$ cat config.mk
export PLATFORM = sky130hd
export DESIGN_NAME = sum_bcd_display
export DESIGN_NICKNAME = d
export VERILOG_FILES = /design/src/rtl/sum_bcd_display.sv
export SDC_FILE = /design/constraint.sdc
export NUM_CORES = 1
export LEC_CHECK = 0
export BUFFER_PORTS_ARGS = -buffer_cell sky130_fd_sc_hd__buf_2
export CAP_MARGIN = 20
export CORE_MARGIN = 4
export CORE_UTILIZATION = 58
export DETAILED_ROUTE_END_ITERATION = 7
export GPL_TIMING_DRIVEN = 1
export PLACE_DENSITY = 0.79
export SLEW_MARGIN = 10
export SYNTH_ARGS = -nofsm -noshare
export SYNTH_HDL_FRONTEND = slang
export SYNTH_SLANG_ARGS = --single-unit
export TNS_END_PERCENT = 50
$ cat constraint.sdc
create_clock -name clk -period 3.5 [get_ports clk]
set_clock_uncertainty 0.2 [all_clocks]
set_input_delay 0.35 -clock clk [delete_from_list [all_inputs] [get_ports clk]]
set_output_delay 0.35 -clock clk [all_outputs]
set_load 0.005 [all_outputs]
$ cat src/rtl/sum_bcd_display.sv
// sum_bcd_display: binary adder result to BCD via double dabble,
// shown on a multiplexed active-low 7-segment display with blanking.
module sum_bcd_display #(
  parameter int WIDTH       = 9,
  parameter int DIGITS      = 3,
  parameter int REFRESH_DIV = 50000
) (
  input  logic                  clk,
  input  logic                  rst,
  input  logic                  start,
  input  logic [WIDTH-1:0]      value,
  output logic                  busy,
  output logic                  done,
  output logic [4*DIGITS-1:0]   bcd,
  output logic [6:0]            seg,
  output logic [DIGITS-1:0]     an
);

  localparam int BW = 4 * DIGITS;
  localparam int SW = BW + WIDTH;
  localparam int NW = $clog2(WIDTH + 1);
  localparam int CW = $clog2(REFRESH_DIV + 1);
  localparam int IW = (DIGITS > 1) ? $clog2(DIGITS) : 1;

  typedef enum logic [1:0] {
    S_IDLE,
    S_SHIFT,
    S_DONE
  } state_t;

  state_t          state_q, state_d;
  logic [SW-1:0]   sr_q, sr_d;
  logic [SW-1:0]   adj;
  logic [NW-1:0]   nb_q, nb_d;
  logic            busy_q, busy_d;
  logic            done_q, done_d;
  logic [BW-1:0]   bcd_q, bcd_d;
  logic [CW-1:0]   cnt_q, cnt_d;
  logic [IW-1:0]   idx_q, idx_d;
  logic [DIGITS-1:0] an_q, an_d;
  logic [6:0]      seg_q, seg_d;
  logic [BW-1:0]   shifted;
  logic            lit;

  function automatic logic [6:0] seg7(input logic [3:0] d);
    logic [6:0] s;
    case (d)
      4'd0: s = 7'b1000000;
      4'd1: s = 7'b1111001;
      4'd2: s = 7'b0100100;
      4'd3: s = 7'b0110000;
      4'd4: s = 7'b0011001;
      4'd5: s = 7'b0010010;
      4'd6: s = 7'b0000010;
      4'd7: s = 7'b1111000;
      4'd8: s = 7'b0000000;
      4'd9: s = 7'b0010000;
      default: s = 7'b1111111;
    endcase
    return s;
  endfunction

  // Conversion FSM: load, WIDTH add-3/shift steps, then publish result.
  always_comb begin
    state_d = state_q;
    sr_d    = sr_q;
    nb_d    = nb_q;
    done_d  = 1'b0;
    bcd_d   = bcd_q;
    adj     = sr_q;
    unique case (state_q)
      S_IDLE: begin
        if (start) begin
          sr_d    = {{BW{1'b0}}, value};
          nb_d    = '0;
          state_d = S_SHIFT;
        end
      end
      S_SHIFT: begin
        for (int k = 0; k < DIGITS; k++) begin
          if (adj[WIDTH+4*k +: 4] >= 4'd5)
            adj[WIDTH+4*k +: 4] = adj[WIDTH+4*k +: 4] + 4'd3;
        end
        sr_d = {adj[SW-2:0], 1'b0};
        nb_d = nb_q + NW'(1);
        if (nb_q == NW'(WIDTH - 1))
          state_d = S_DONE;
      end
      S_DONE: begin
        bcd_d   = sr_q[SW-1 -: BW];
        done_d  = 1'b1;
        state_d = S_IDLE;
      end
      default: state_d = S_IDLE;
    endcase
    busy_d = (state_d != S_IDLE);
  end

  // Display scan: refresh divider, digit index, blanked segment/anode.
  always_comb begin
    cnt_d = cnt_q + CW'(1);
    idx_d = idx_q;
    if (cnt_q == CW'(REFRESH_DIV - 1)) begin
      cnt_d = '0;
      if (idx_q == IW'(DIGITS - 1))
        idx_d = '0;
      else
        idx_d = idx_q + IW'(1);
    end
    shifted = bcd_d >> {idx_d, 2'b00};
    lit     = (idx_d == '0) || (shifted != '0);
    an_d    = lit ? ~(DIGITS'(1) << idx_d) : '1;
    seg_d   = lit ? seg7(shifted[3:0]) : 7'b1111111;
  end

  // State and output registers with synchronous reset.
  always_ff @(posedge clk) begin
    if (rst) begin
      state_q <= S_IDLE;
      sr_q    <= '0;
      nb_q    <= '0;
      busy_q  <= 1'b0;
      done_q  <= 1'b0;
      bcd_q   <= '0;
      cnt_q   <= '0;
      idx_q   <= '0;
      an_q    <= ~DIGITS'(1);
      seg_q   <= 7'b1000000;
    end else begin
      state_q <= state_d;
      sr_q    <= sr_d;
      nb_q    <= nb_d;
      busy_q  <= busy_d;
      done_q  <= done_d;
      bcd_q   <= bcd_d;
      cnt_q   <= cnt_d;
      idx_q   <= idx_d;
      an_q    <= an_d;
      seg_q   <= seg_d;
    end
  end

  assign busy = busy_q;
  assign done = done_q;
  assign bcd  = bcd_q;
  assign seg  = seg_q;
  assign an   = an_q;

endmodule
==> results.toml, run 1 <==
[run_status]
status = "finished clean"

[synth]
mappedNetlistArea_sq_um = 3390
postSynthCellCount = 392
syn_avg_cell_area_sq_um = 8.66
async_flop_share_pct = 0
synth_edf_count = 0
ys_ff_latch = 69
syn_nets = 418
ys_seq_area_share_pct = 40.7
ys_types = 52
synth_ff_type = "dfxtp_1"
synth_warnings = 0

[worst_setup_path]
cpMaxStageDelayCell = "nor4_2"
worstPathArrival_ns = 3.29
crit_chain = "ha_1, and3_1, and4_4, nor3_1, nor4_2, o311ai_4, inv_1, ha_1, inv_1, a31oi_4, and4bb_1, o31ai_1"
path_max_fanout = 9
max_stage_delay_ns = 0.39
crit_path_end_kind = "register"
path_delay_family = "simple AND/OR/NAND/NOR gates"
crit_required_ns = 3.55
critPathBufInv = 2
startpoint_type = "register"
critPathKind = "reg2reg"

[global_route]
grt_pass1_wl_microns = 11900
grt_antenna_before_repair = 0
grt_max_degree = 50
track_usage_pct = 20.1
grt_overflow = 0
grt_pass1_vias = 2602

[power_and_ir_drop]
vdd_ir_drop_max_uv = 316
pwr-share-comb_pct = 4.6
p_sw_share_pct = 23.0
p_sw_uw = 326
pwr-share-seq_pct = 57.0
power_density_nw_per_um2 = 376
clockPowerShare_pct = 38.4
p_leak_uw = 0.00165
p_int_uw = 1090

[drt]
wl_per_cell_microns = 13.7
via_per_inst = 5.57
drc = 0
wirelength_microns = 6810
ant_nets = 0
drt_iter0_markers = 159
vias = 2774
dr.pass1.iters = 6

[cells_and_area]
syn_to_final_growth_pct = 11.2
diodes = 0
utilization_pct = 67.3
nNetsFinal = 448
layout-drive-gt1-share_pct = 17.1

[timing]
fin_setup_tns_ns = 0
slew_headroom_pct = 40.7
hold_viol = 0
tightest_slew_ns = 0.890
fin_crit_sh_pct = 92.4
min_period_ns = 3.24
finalMaxSlewViolations = 0
setup-violations-final = 0
fmax_mhz = 309
grt_setup_unrepaired = "false"

[cts]
post-cts-setup-buffers = 0
insertion_delay_ns = 0.34
clock_sinks = 69
cts_buffer_depth = 2
cts_htree_levels = 3
cts_root_buffer = "clkbuf_8"
cts_tree = "built"
postCtsHoldBufs = 0
cts_buffers = 9
cts-resized-gates = 0
clk_pin_slew_worst_paths_ns = 0.07

[min_path]
hp-class = "in2reg"

[floorplan]
die-area_sq_um = 7140
initial_core_util_pct = 60.5
chipHeight_microns = 84.5
io_pins = 36
coreArea_sq_um = 5610
die-width_microns = 84.5
fp-row-count = 27

[flow_run]
maxCapViolations = 0

[placed_design]
dp_hpwl_microns = 4800
gp_congestion = 0.780
io_buffers = 35
-- kinds of logic after synthesis --
kind of cell	after synthesis	synth area share, %
mux	13	4.20
simple gates	171	25.9
buf+inv	41	5.75
compound gates	65	13.3
fa+ha+maj	14	5.16
flops	69	40.7
xor+xnor	19	4.90
-- layout make-up --
class,count,area (sq um)
sequential,69,1380
inverter,19,71.3
tap,72,90.1
multi-input combinational,282,1850
clock inverter,2,10.0
fill,457,1830
timing repair buffer,41,220
clock buffer,13,149
-- layout by cell type, fill, tap and decap left out, drive strengths merged, types with 2 or more instances in the layout --
master,instances
nand4,4
and3,7
clkbuf,13
nand3,13
nor2b,2
nor4,5
nor2,66
nand2,26
inv,19
dfxtp,69
clkinv,2
or2,3
a311oi,8
nor3,24
ha,14
nand2b,7
mux2i,13
a22oi,10
xnor2,11
o311ai,3
a31oi,4
or3,2
nor3b,5
o31ai,2
xor2,8
and4bb,3
a21oi,19
o21ai,11
buf,41
-- metal layers --
layer / global-route usage (%) / routed length, microns / up-vias
li1: - / - / 1424
met1: 24.0 / 2990 / 1297
met2: 34.7 / 3460 / 45
met3: 7.36 / 279 / 8
met4: 4.32 / 76 / 0
met5: 0 / 0 / -
-- path summary, 6_finish.rpt --
path                                           from                    to  slack, ns  cells past startpoint
worst max register to register  cnt_q[0]$_SDFF_PP0_     seg[6]$_SDFF_PP1_       0.26                     12
worst min-delay path                       value[0]  sr_q[0]$_SDFFE_PP0P_       0.07                      3
worst max-delay path            cnt_q[0]$_SDFF_PP0_     seg[6]$_SDFF_PP1_       0.26                     12
worst min register to register  cnt_q[0]$_SDFF_PP0_   cnt_q[0]$_SDFF_PP0_       0.25                      1
-- sequential cells by signal, summed over array words and instances (netlist names) --
| signal | cells |
|---|---|
| an | 3 |
| bcd | 12 |
| busy | 1 |
| cnt_q | 16 |
| done | 1 |
| idx_q | 2 |
| nb_q | 4 |
| seg | 7 |
| sr_q | 21 |
| state_q | 2 |
-- stage by stage --
stage               cell area (sq um)  std cells  hold slack [ns]  power (uW)  worst slack (ns)
finish                           3770        498           0.0659        1420             0.265
global route                     3770        498           0.0569        1490            0.0232
detailed placement               3580        483            0.240         893             0.214
CTS                              3740        498           0.0557        1440             0.165
floorplan                        3390        392            0.213         873             0.577
global placement                 3580        483            0.221         890             0.379
-- tightest hold or removal path, stage by stage --
cell     delay (ns)
buf_2          0.08
a32oi_1        0.07
nor2_1         0.07
-- power groups by stage --
stage | clock network, uW | logic (uW) | registers, uW
global placement | 0 | 63.7 | 827
floorplan | 0 | 48.0 | 825
global route | 601 | 73.9 | 812
detailed placement | 0 | 65.0 | 828
CTS | 561 | 65.0 | 810
finish | 546 | 64.6 | 810
-- synth_stat cells, types with 2 or more instances --
cell type	number	area [sq um]
a21oi_1	19	95.1
a22oi_1	10	75.1
a311oi_1	8	70.1
a31oi_1	3	18.8
and3_1	7	43.8
and4bb_2	2	25.0
buf_1	2	7.51
buf_2	3	15.0
buf_6	5	56.3
clkbuf_1	12	45.0
dfxtp_1	69	1380
ha_1	14	175
inv_1	19	71.3
mux2i_1	12	120
nand2_1	26	97.6
nand2b_1	7	43.8
nand3_1	13	65.1
nand4_1	3	18.8
nor2_1	66	248
nor2b_1	2	12.5
nor3_1	23	115
nor3b_1	4	30.0
nor4_1	3	18.8
o21ai_0	11	55.1
o311ai_1	2	17.5
or2_2	3	18.8
or3_1	2	12.5
xnor2_1	11	96.3
xor2_1	8	70.1
Note: power is estimated with default switching activity, not from simulation.
==> run 2, diff against run 1 <==
Settings changed: REMOVE_ABC_BUFFERS from default to 1.
==> results.toml, run 2 (synthesized netlist as in run 1, its figures left out) <==
[min_path]
worst_hold_path.endpoint = "sr_q[4]$_SDFFE_PP0P_"
hold_depth = 3
min_from = "value[4]"
hp-class = "in2reg"

[drt]
via_per_inst = 5.61
wl_per_cell_microns = 13.6
vias = 2795
ant_nets = 0
wirelength_microns = 6770
drt_iter0_markers = 201
drc = 0
dr.pass1.iters = 5

[worst_setup_path]
rr_startpoint = "cnt_q[0]$_SDFF_PP0_"
crit_chain = "ha_1, and3_1, and4_4, nor3_1, nor4_2, o311ai_2, inv_1, ha_1, inv_1, a31oi_4, and4bb_1, o31ai_1"
path_delay_family = "simple AND/OR/NAND/NOR gates"
reg2reg_to = "seg[6]$_SDFF_PP1_"
startpoint_type = "register"
max_stage_delay_ns = 0.37
cpMaxStageDelayCell = "dfxtp_1"
path_max_fanout = 9
rr_worst_depth = 12
worstPathArrival_ns = 3.30
worst-path-stages = 12
critPathBufInv = 2
r2r_setup_slack_ns = 0.25
crit_path_end_kind = "register"
crit_required_ns = 3.55
critPathKind = "reg2reg"

[power_and_ir_drop]
vdd_ir_drop_max_uv = 246
power_density_nw_per_um2 = 427
p_leak_uw = 0.00165
p_total_uw = 1640

[global_route]
grt_pass1_vias = 2565
grt_max_degree = 49
grt_pass1_wl_microns = 11800
grt_overflow = 0
grt_antenna_before_repair = 0
track_usage_pct = 20.2

[cells_and_area]
n_fill_cell = 460
multi_input_area_sq_um = 1840
mostFrequentLayoutCells = "dfxtp_1, nor2_1, buf_2"
nNetsFinal = 448
diodes = 0
final_common_cell = "dfxtp_1"
regArea_sq_um = 1380
largest-register = "sr_q"
syn_to_final_growth_pct = 13.2
largest_reg_flops = 21
layout-drive-gt1-share_pct = 17.8

[cts]
postCtsHoldBufs = 0
insertion_delay_ns = 0.34
cts_root_buffer = "clkbuf_8"
post-cts-setup-buffers = 0
cts_tree = "built"
cts_buffers = 9
cts-resized-gates = 0
clock_sinks = 69
clk_pin_slew_worst_paths_ns = 0.08
cts_htree_levels = 3
cts_buffer_depth = 2

[floorplan]
coreArea_sq_um = 5610
initial_core_util_pct = 60.5
die-area_sq_um = 7140
fp-row-count = 27
io_pins = 36
die-width_microns = 84.5
chipHeight_microns = 84.5

[timing]
fmax_mhz = 308
tightest_slew_ns = 0.913
finalMaxSlewViolations = 0
fin_setup_tns_ns = 0
slew_headroom_pct = 38.9
min_period_ns = 3.25
fin_crit_sh_pct = 92.9
hold_viol = 0
setup-violations-final = 0

[run_status]
status = "finished clean"

[placed_design]
gp_congestion = 0.843
io_buffers = 35
dp_hpwl_microns = 4760

[flow_run]
maxCapViolations = 0
[run 2: cell count changes in the layout (fill, tap and decap cells not counted)]
| cell | before | now |
|---|---|---|
| clkinv_4 | 0 | 2 |
| clkbuf_1 | 3 | 0 |
| o311ai_4 | 1 | 0 |
| bufinv_16 | 0 | 3 |
| clkbuf_8 | 10 | 9 |
| clkinv_2 | 2 | 1 |
| o311ai_2 | 1 | 2 |
[run 2: worst max-delay path by stage]
| stage | from | endpoint | slack [ns] |
|---|---|---|---|
| 2_1_floorplan | state_q[0]$_SDFF_PP0_ | seg[6]$_SDFF_PP1_ | 0.33 |
| 3_3_place_gp | state_q[0]$_SDFF_PP0_ | seg[6]$_SDFF_PP1_ | 0.34 |
| 3_5_place_dp | state_q[0]$_SDFF_PP0_ | seg[4]$_SDFF_PP0_ | 0.22 |
| 4_1_cts | state_q[0]$_SDFF_PP0_ | seg[4]$_SDFF_PP0_ | 0.10 |
| 5_1_grt | cnt_q[0]$_SDFF_PP0_ | seg[4]$_SDFF_PP0_ | -0.007 |
| 6_report | cnt_q[0]$_SDFF_PP0_ | seg[6]$_SDFF_PP1_ | 0.25 |
[run 2: worst reg2reg max path, stage by stage (launching register included)]
cell and delay (ns):
dfxtp_1 0.37, ha_1 0.21, and3_1 0.29, and4_4 0.34, nor3_1 0.09, nor4_2 0.32, o311ai_2 0.26, inv_1 0.16
ha_1 0.18, inv_1 0.07, a31oi_4 0.22, and4bb_1 0.25, o31ai_1 0.22
[run 2: layer usage]
layer | vias to the layer above | wire (microns) | share of wire (%) | GRT usage [%]
li1 | 1427 | - | - | -
met1 | 1287 | 3170 | 47 | 26.9
met2 | 68 | 3140 | 46 | 31.2
met3 | 13 | 312 | 4.6 | 3.34
met4 | 0 | 144 | 2.1 | 10.8
met5 | - | 0 | 0 | 0
[run 2: cell type report]
| cell class | count | share of cell area, % |
|---|---|---|
| multi-input combinational | 282 | 48.0 |
| inverter | 19 | 1.86 |
| clock buffer | 9 | 3.22 |
| timing repair buffer | 41 | 5.73 |
| sequential | 69 | 35.9 |
| tap | 72 | 2.34 |
| clock inverter | 6 | 2.93 |
[run 2: report_power, final]
part / internal (uW) / total [uW] / switching, uW
sequential: 800 / 810 / 10.2
clock: 470 / 765 / 295
combinational: 23.7 / 66.6 / 42.9
total: 1290 / 1640 / 348
[run 2: stage by stage]
step / utilization [%] / area [sq um] / hold WS, ns / worst slack, ns / cells
3_5_place_dp: 63.9 / 3580 / 0.236 / 0.219 / 483
5_1_grt: 68.5 / 3840 / 0.0638 / -0.00716 / 498
4_1_cts: 68.1 / 3820 / 0.0449 / 0.104 / 498
2_1_floorplan: - / 3270 / 0.213 / 0.333 / 370
6_report: 68.5 / 3840 / 0.0669 / 0.249 / 498
3_3_place_gp: 63.9 / 3580 / 0.230 / 0.336 / 483
